## src/rtl/key_debounce_counter.sv

```systemverilog
// Push-button front end: synchronizes and debounces four active-low keys,
// emits one-cycle press events and steps a 4-bit decimal/hex digit.
module key_debounce_counter #(
    parameter int DEBOUNCE_CYCLES = 1000000
) (
    input  logic       CLOCK_50,
    input  logic       rst_n,
    input  logic [3:0] KEY,
    output logic [3:0] digit,
    output logic       hex_mode,
    output logic [3:0] key_level,
    output logic [3:0] press_pulse,
    output logic       changed
);

    localparam int CW = (DEBOUNCE_CYCLES > 2) ? $clog2(DEBOUNCE_CYCLES) : 1;
    localparam logic [CW-1:0] CNT_MAX = CW'(DEBOUNCE_CYCLES - 1);

    logic [3:0] level_d_reg;
    logic [3:0] rise;

    logic [3:0] digit_next;
    logic       hex_next;
    logic       changed_next;
    logic [3:0] max_val;
    logic       inc_evt;
    logic       dec_evt;

    genvar gi;
    generate
        for (gi = 0; gi < 4; gi++) begin : g_key
            logic          sync1_reg;
            logic          sync2_reg;
            logic          level_reg;
            logic [CW-1:0] cnt_reg;

            // Level only flips after the mismatch has survived the full window.
            always_ff @(posedge CLOCK_50 or negedge rst_n) begin
                if (!rst_n) begin
                    sync1_reg <= 1'b0;
                    sync2_reg <= 1'b0;
                    level_reg <= 1'b0;
                    cnt_reg   <= '0;
                end else begin
                    sync1_reg <= ~KEY[gi];
                    sync2_reg <= sync1_reg;
                    if (sync2_reg == level_reg) begin
                        cnt_reg <= '0;
                    end else if (cnt_reg == CNT_MAX) begin
                        cnt_reg   <= '0;
                        level_reg <= sync2_reg;
                    end else begin
                        cnt_reg <= cnt_reg + CW'(1);
                    end
                end
            end

            assign key_level[gi] = level_reg;
        end
    endgenerate

    assign rise    = key_level & ~level_d_reg;
    assign max_val = hex_mode ? 4'd15 : 4'd9;
    assign inc_evt = rise[0] & ~rise[1];
    assign dec_evt = rise[1] & ~rise[0];

    // Clear beats toggle beats inc/dec; toggle alone leaving hex resets an
    // out-of-range digit so decimal mode never shows 10..15.
    always_comb begin
        digit_next = digit;
        hex_next   = hex_mode ^ rise[3];
        if (rise[2]) begin
            digit_next = 4'd0;
        end else if (rise[3]) begin
            if (hex_mode && (digit > 4'd9)) begin
                digit_next = 4'd0;
            end
        end else if (inc_evt) begin
            digit_next = (digit == max_val) ? 4'd0 : digit + 4'd1;
        end else if (dec_evt) begin
            digit_next = (digit == 4'd0) ? max_val : digit - 4'd1;
        end
        changed_next = (digit_next != digit) || (hex_next != hex_mode);
    end

    always_ff @(posedge CLOCK_50 or negedge rst_n) begin
        if (!rst_n) begin
            level_d_reg <= 4'd0;
            press_pulse <= 4'd0;
            digit       <= 4'd0;
            hex_mode    <= 1'b0;
            changed     <= 1'b0;
        end else begin
            level_d_reg <= key_level;
            press_pulse <= rise;
            digit       <= digit_next;
            hex_mode    <= hex_next;
            changed     <= changed_next;
        end
    end

endmodule

```

## config.mk

```make
export PLATFORM = sky130hd
export DESIGN_NAME = key_debounce_counter
export DESIGN_NICKNAME = d
export VERILOG_FILES = /design/src/rtl/key_debounce_counter.sv
export SDC_FILE = /design/constraint.sdc
export NUM_CORES = 1
export LEC_CHECK = 0
export ABC_CLOCK_PERIOD_IN_PS = 2000
export CAP_MARGIN = 15
export CORE_MARGIN = 3
export CORE_UTILIZATION = 40
export CTS_BUF_LIST = sky130_fd_sc_hd__clkbuf_8
export DETAILED_ROUTE_END_ITERATION = 12
export GPL_TIMING_DRIVEN = 0
export HOLD_SLACK_MARGIN = 0.12
export PLACE_DENSITY = 0.61
export SYNTH_ARGS = -nofsm -noshare
export SYNTH_HDL_FRONTEND = slang
export SYNTH_SLANG_ARGS = --single-unit
```

## constraint.sdc

```tcl
create_clock -name CLOCK_50 -period 2 [get_ports CLOCK_50]
set_input_delay 0.3 -clock CLOCK_50 [delete_from_list [all_inputs] [get_ports CLOCK_50]]
set_output_delay 0.3 -clock CLOCK_50 [all_outputs]
set_load 0.05 [all_outputs]
```

==> flow_metrics.py <==
metrics = {
    "logic_synthesis": {
        "synthTopCellsByArea": "dfrtp_1 51%, xor2_1 4.7%, nor2_1 4.1%, xnor2_1 3.8%, nand3_1 3.4%",
        "yosysUniqueCellTypes": 58,
        "yosysWarnings": 0,
        "syn_avg_cell_area_um2": 9.983,
        "syn_area_um2": 5241,
        "synthTopCellsByCount": "106 x dfrtp_1, 57 x nor2_1, 36 x nand3_1",
        "synthArstFlopShare_pct": 100.0,
        "ys.flop_type": "dfrtp_1",
        "synth_top_cell_area_share_pct": 50.61,
        "syn_inst": 525,
        "synth-edff-count": 0,
        "yosysTopAreaCell": "dfrtp_1",
        "yosysMostFrequentCell": "dfrtp_1",
        "synth.net_count": 539,
        "synth-seq-cells": 106,
        "yosysSeqAreaShare_pct": 50.61,
    },
    "route": {
        "drt_iter0_drc": 306,
        "drt_pass1_iterations": 4,
        "via_per_inst": 5.414,
        "wire_per_inst_um": 13.82,
        "antenna_left": 0,
        "drc": 0,
        "vias": 4071,
        "wl_um": 10390,
    },
    "clock_tree": {
        "htreeDepth": 3,
        "clockBufferDepth": 2,
        "cts.sinks": 106,
        "root_buffer": "clkbuf_8",
        "cts_buffers": 9,
        "cts_tree": "done",
        "clk_pin_slew_ns": 0.09,
        "clk-insertion-delay-late_ns": 0.38,
    },
    "power": {
        "internal-power_mw": 2.701,
        "clock_power_share_pct": 33.8,
        "p_leak_nw": 2.555,
        "ir_worst_vdd_mv": 0.2838,
        "power_density_nw_per_um2": 579.5,
        "power_switching_mw": 0.8426,
        "fin_total_pwr_mw": 3.543,
        "pwr-share-comb_pct": 4.2,
        "p_seq_share_pct": 62.0,
        "p_sw_share_pct": 23.78,
    },
    "timing": {
        "worst_slew_pin_slew_ns": 0.6640,
        "rsz0062_at_grt": "true",
        "finalCritPeriodShare_pct": 99.07,
        "slew_headroom_pct": 55.74,
        "clock_skew_ns": 0.01079,
        "timing.fmax_ghz": 0.5047,
        "min_period_ns": 1.981,
        "final.setup.tns_ns": 0,
        "fin_hold_ws_ns": 0.3573,
        "drv_slew": 0,
        "final_hold_viol_count": 0,
        "setup-violations-final": 0,
    },
    "layout": {
        "drive_above_1_share_pct": 14.83,
        "largest_register_ffs": 80,
        "finalNonFillerCells": 752,
        "area_growth_pct": 16.66,
        "diodes": 0,
        "nNetsFinal": 589,
    },
    "grt": {
        "grtUsageTotal_pct": 14.79,
        "grt_pass1_wl_um": 17710,
        "grt_max_degree": 57,
        "grt_overflow": 0,
        "grt_pass1_vias": 3880,
        "antenna_found_initial": 0,
    },
    "die": {
        "design.core.area_um2": 12720,
        "fp.dieH_um": 120.5,
        "die_area_um2": 14510,
        "die_w_um": 120.5,
        "io_pins": 20,
        "initial_utilization_pct": 41.20,
        "rows": 41,
    },
    "job": {
        "max_cap_viol_count": 0,
    },
    "placed_design": {
        "dpl.cell_count": 717,
        "hpwl_um": 7001,
        "port_buffers": 19,
        "gp_congestion": 0.8171,
    },
    "setup_path": {
        "r2r-start": "g_key[1].cnt_reg[15]$_DFF_PN0_",
        "start_kind": "register",
        "critPathLaunch": "g_key[1].cnt_reg[15]$_DFF_PN0_",
        "rrSetupSlack_ns": 0.02,
        "crit_fanout": 4,
        "critical_path_class": "register to register",
        "arrival_ns": 2.25,
        "timing.rr.end": "g_key[1].level_reg$_DFFE_PN0P_",
        "r2r_cells": 4,
        "cp.required_ns": 2.27,
        "crit_path_end_kind": "register",
    },
    "min_path": {
        "hold_depth": 0,
        "whs_endpoint": "g_key[1].sync2_reg$_DFF_PN0_",
        "hp-start": "g_key[1].sync1_reg$_DFF_PN0_",
        "hp-class": "register to register",
    },
    "run_status": {
        "status": "complete, no violations",
    },
}
final cells by class:
cell class	count	area (um^2)
flip-flops and latches	106	2663
inverters	24	98.84
clock inverters	6	33.78
multi-input cells	375	2485
well taps	172	215.2
repair buffers	41	371.6
clock buffers	10	137.6
plain buffers	18	110.1
fillers	1242	6608
metrics by stage:
step	util, %	area (um^2)	worst slack, ns
detailed placement	45.03	5729	-0.3738
global route	48.06	6115	-0.01525
floorplan	-	5299	0.01191
CTS	47.09	5991	0.0006222
finish	48.06	6115	0.01851
global placement	44.84	5704	-3.813
cells by family after synthesis:
| logic type | after synthesis | share of synthesized area [%] |
|---|---|---|
| compound gates | 82 | 10.29 |
| xor+xnor | 51 | 8.522 |
| fa+ha+maj | 8 | 1.910 |
| buf+inv | 44 | 3.676 |
| flops | 106 | 50.61 |
| mux | 6 | 1.241 |
| simple gates | 228 | 23.75 |
power by group through the flow:
stage	clock [mW]	combinational [mW]	sequential [mW]
after CTS	1.26	0.149	2.20
after global routing	1.34	0.173	2.20
after floorplan	0	0.0621	2.23
after detailed placement	0	0.139	2.24
after global placement	0	0.131	2.24
final	1.20	0.149	2.20
per-layer routing:
metal	track usage [%]	wire length, um
met2	23.30	4940
met1	19.85	4933
met4	6.232	180
met3	3.134	337
met5	0	0
layout by cell type, fill, tap and decap left out, types with 7 or more instances in the layout:
master           synthesis  layout
nor4_1                   8       7
nand4_1                 18      18
nor2_1                  57      56
clkdlybuf4s50_1          0      12
dfrtp_2                  0       8
and3_1                  11      11
dfrtp_1                106      98
nor3_1                   7       7
xor2_1                  28      28
or3_1                   15      15
o21ai_0                 15      15
inv_1                   23      22
xnor2_1                 23      22
nand3_1                 36      35
a21oi_1                 31      31
clkbuf_8                 0      11
ha_1                     8       7
nand2_1                 25      25
buf_4                    4      24
o31ai_1                 13      13
or4_1                   15      15
worst max-delay path: stages (launching register included):
cell and delay [ns]:
dfrtp_1 0.41, or3b_2 0.47, or4_4 0.58, nor2_2 0.12, mux2_4 0.30
worst max-delay path by stage:
| stage | cells after the start | to |
|---|---|---|
| final | 4 | g_key[1].level_reg$_DFFE_PN0P_ |
| after global routing | 5 | g_key[1].cnt_reg[8]$_DFF_PN0_ |
| after CTS | 4 | g_key[1].level_reg$_DFFE_PN0P_ |
| after detailed placement | 6 | g_key[3].cnt_reg[4]$_DFF_PN0_ |
| after global placement | 1 | digit[0]$_DFF_PN0_ |
| after floorplan | 5 | g_key[1].cnt_reg[13]$_DFF_PN0_ |
repair_timing:
| action | 4_1_cts | 5_1_grt |
|---|---|---|
| endpoints found under the hold margin | 50 | 0 |
| setup endpoints to repair | 61 | 29 |
| resized for setup | 14 | 14 |
| hold buffers | 1 | 0 |
| setup buffers | 9 | 11 |
| pin swaps | 4 | 3 |
Note: power is estimated with default switching activity, not from simulation.
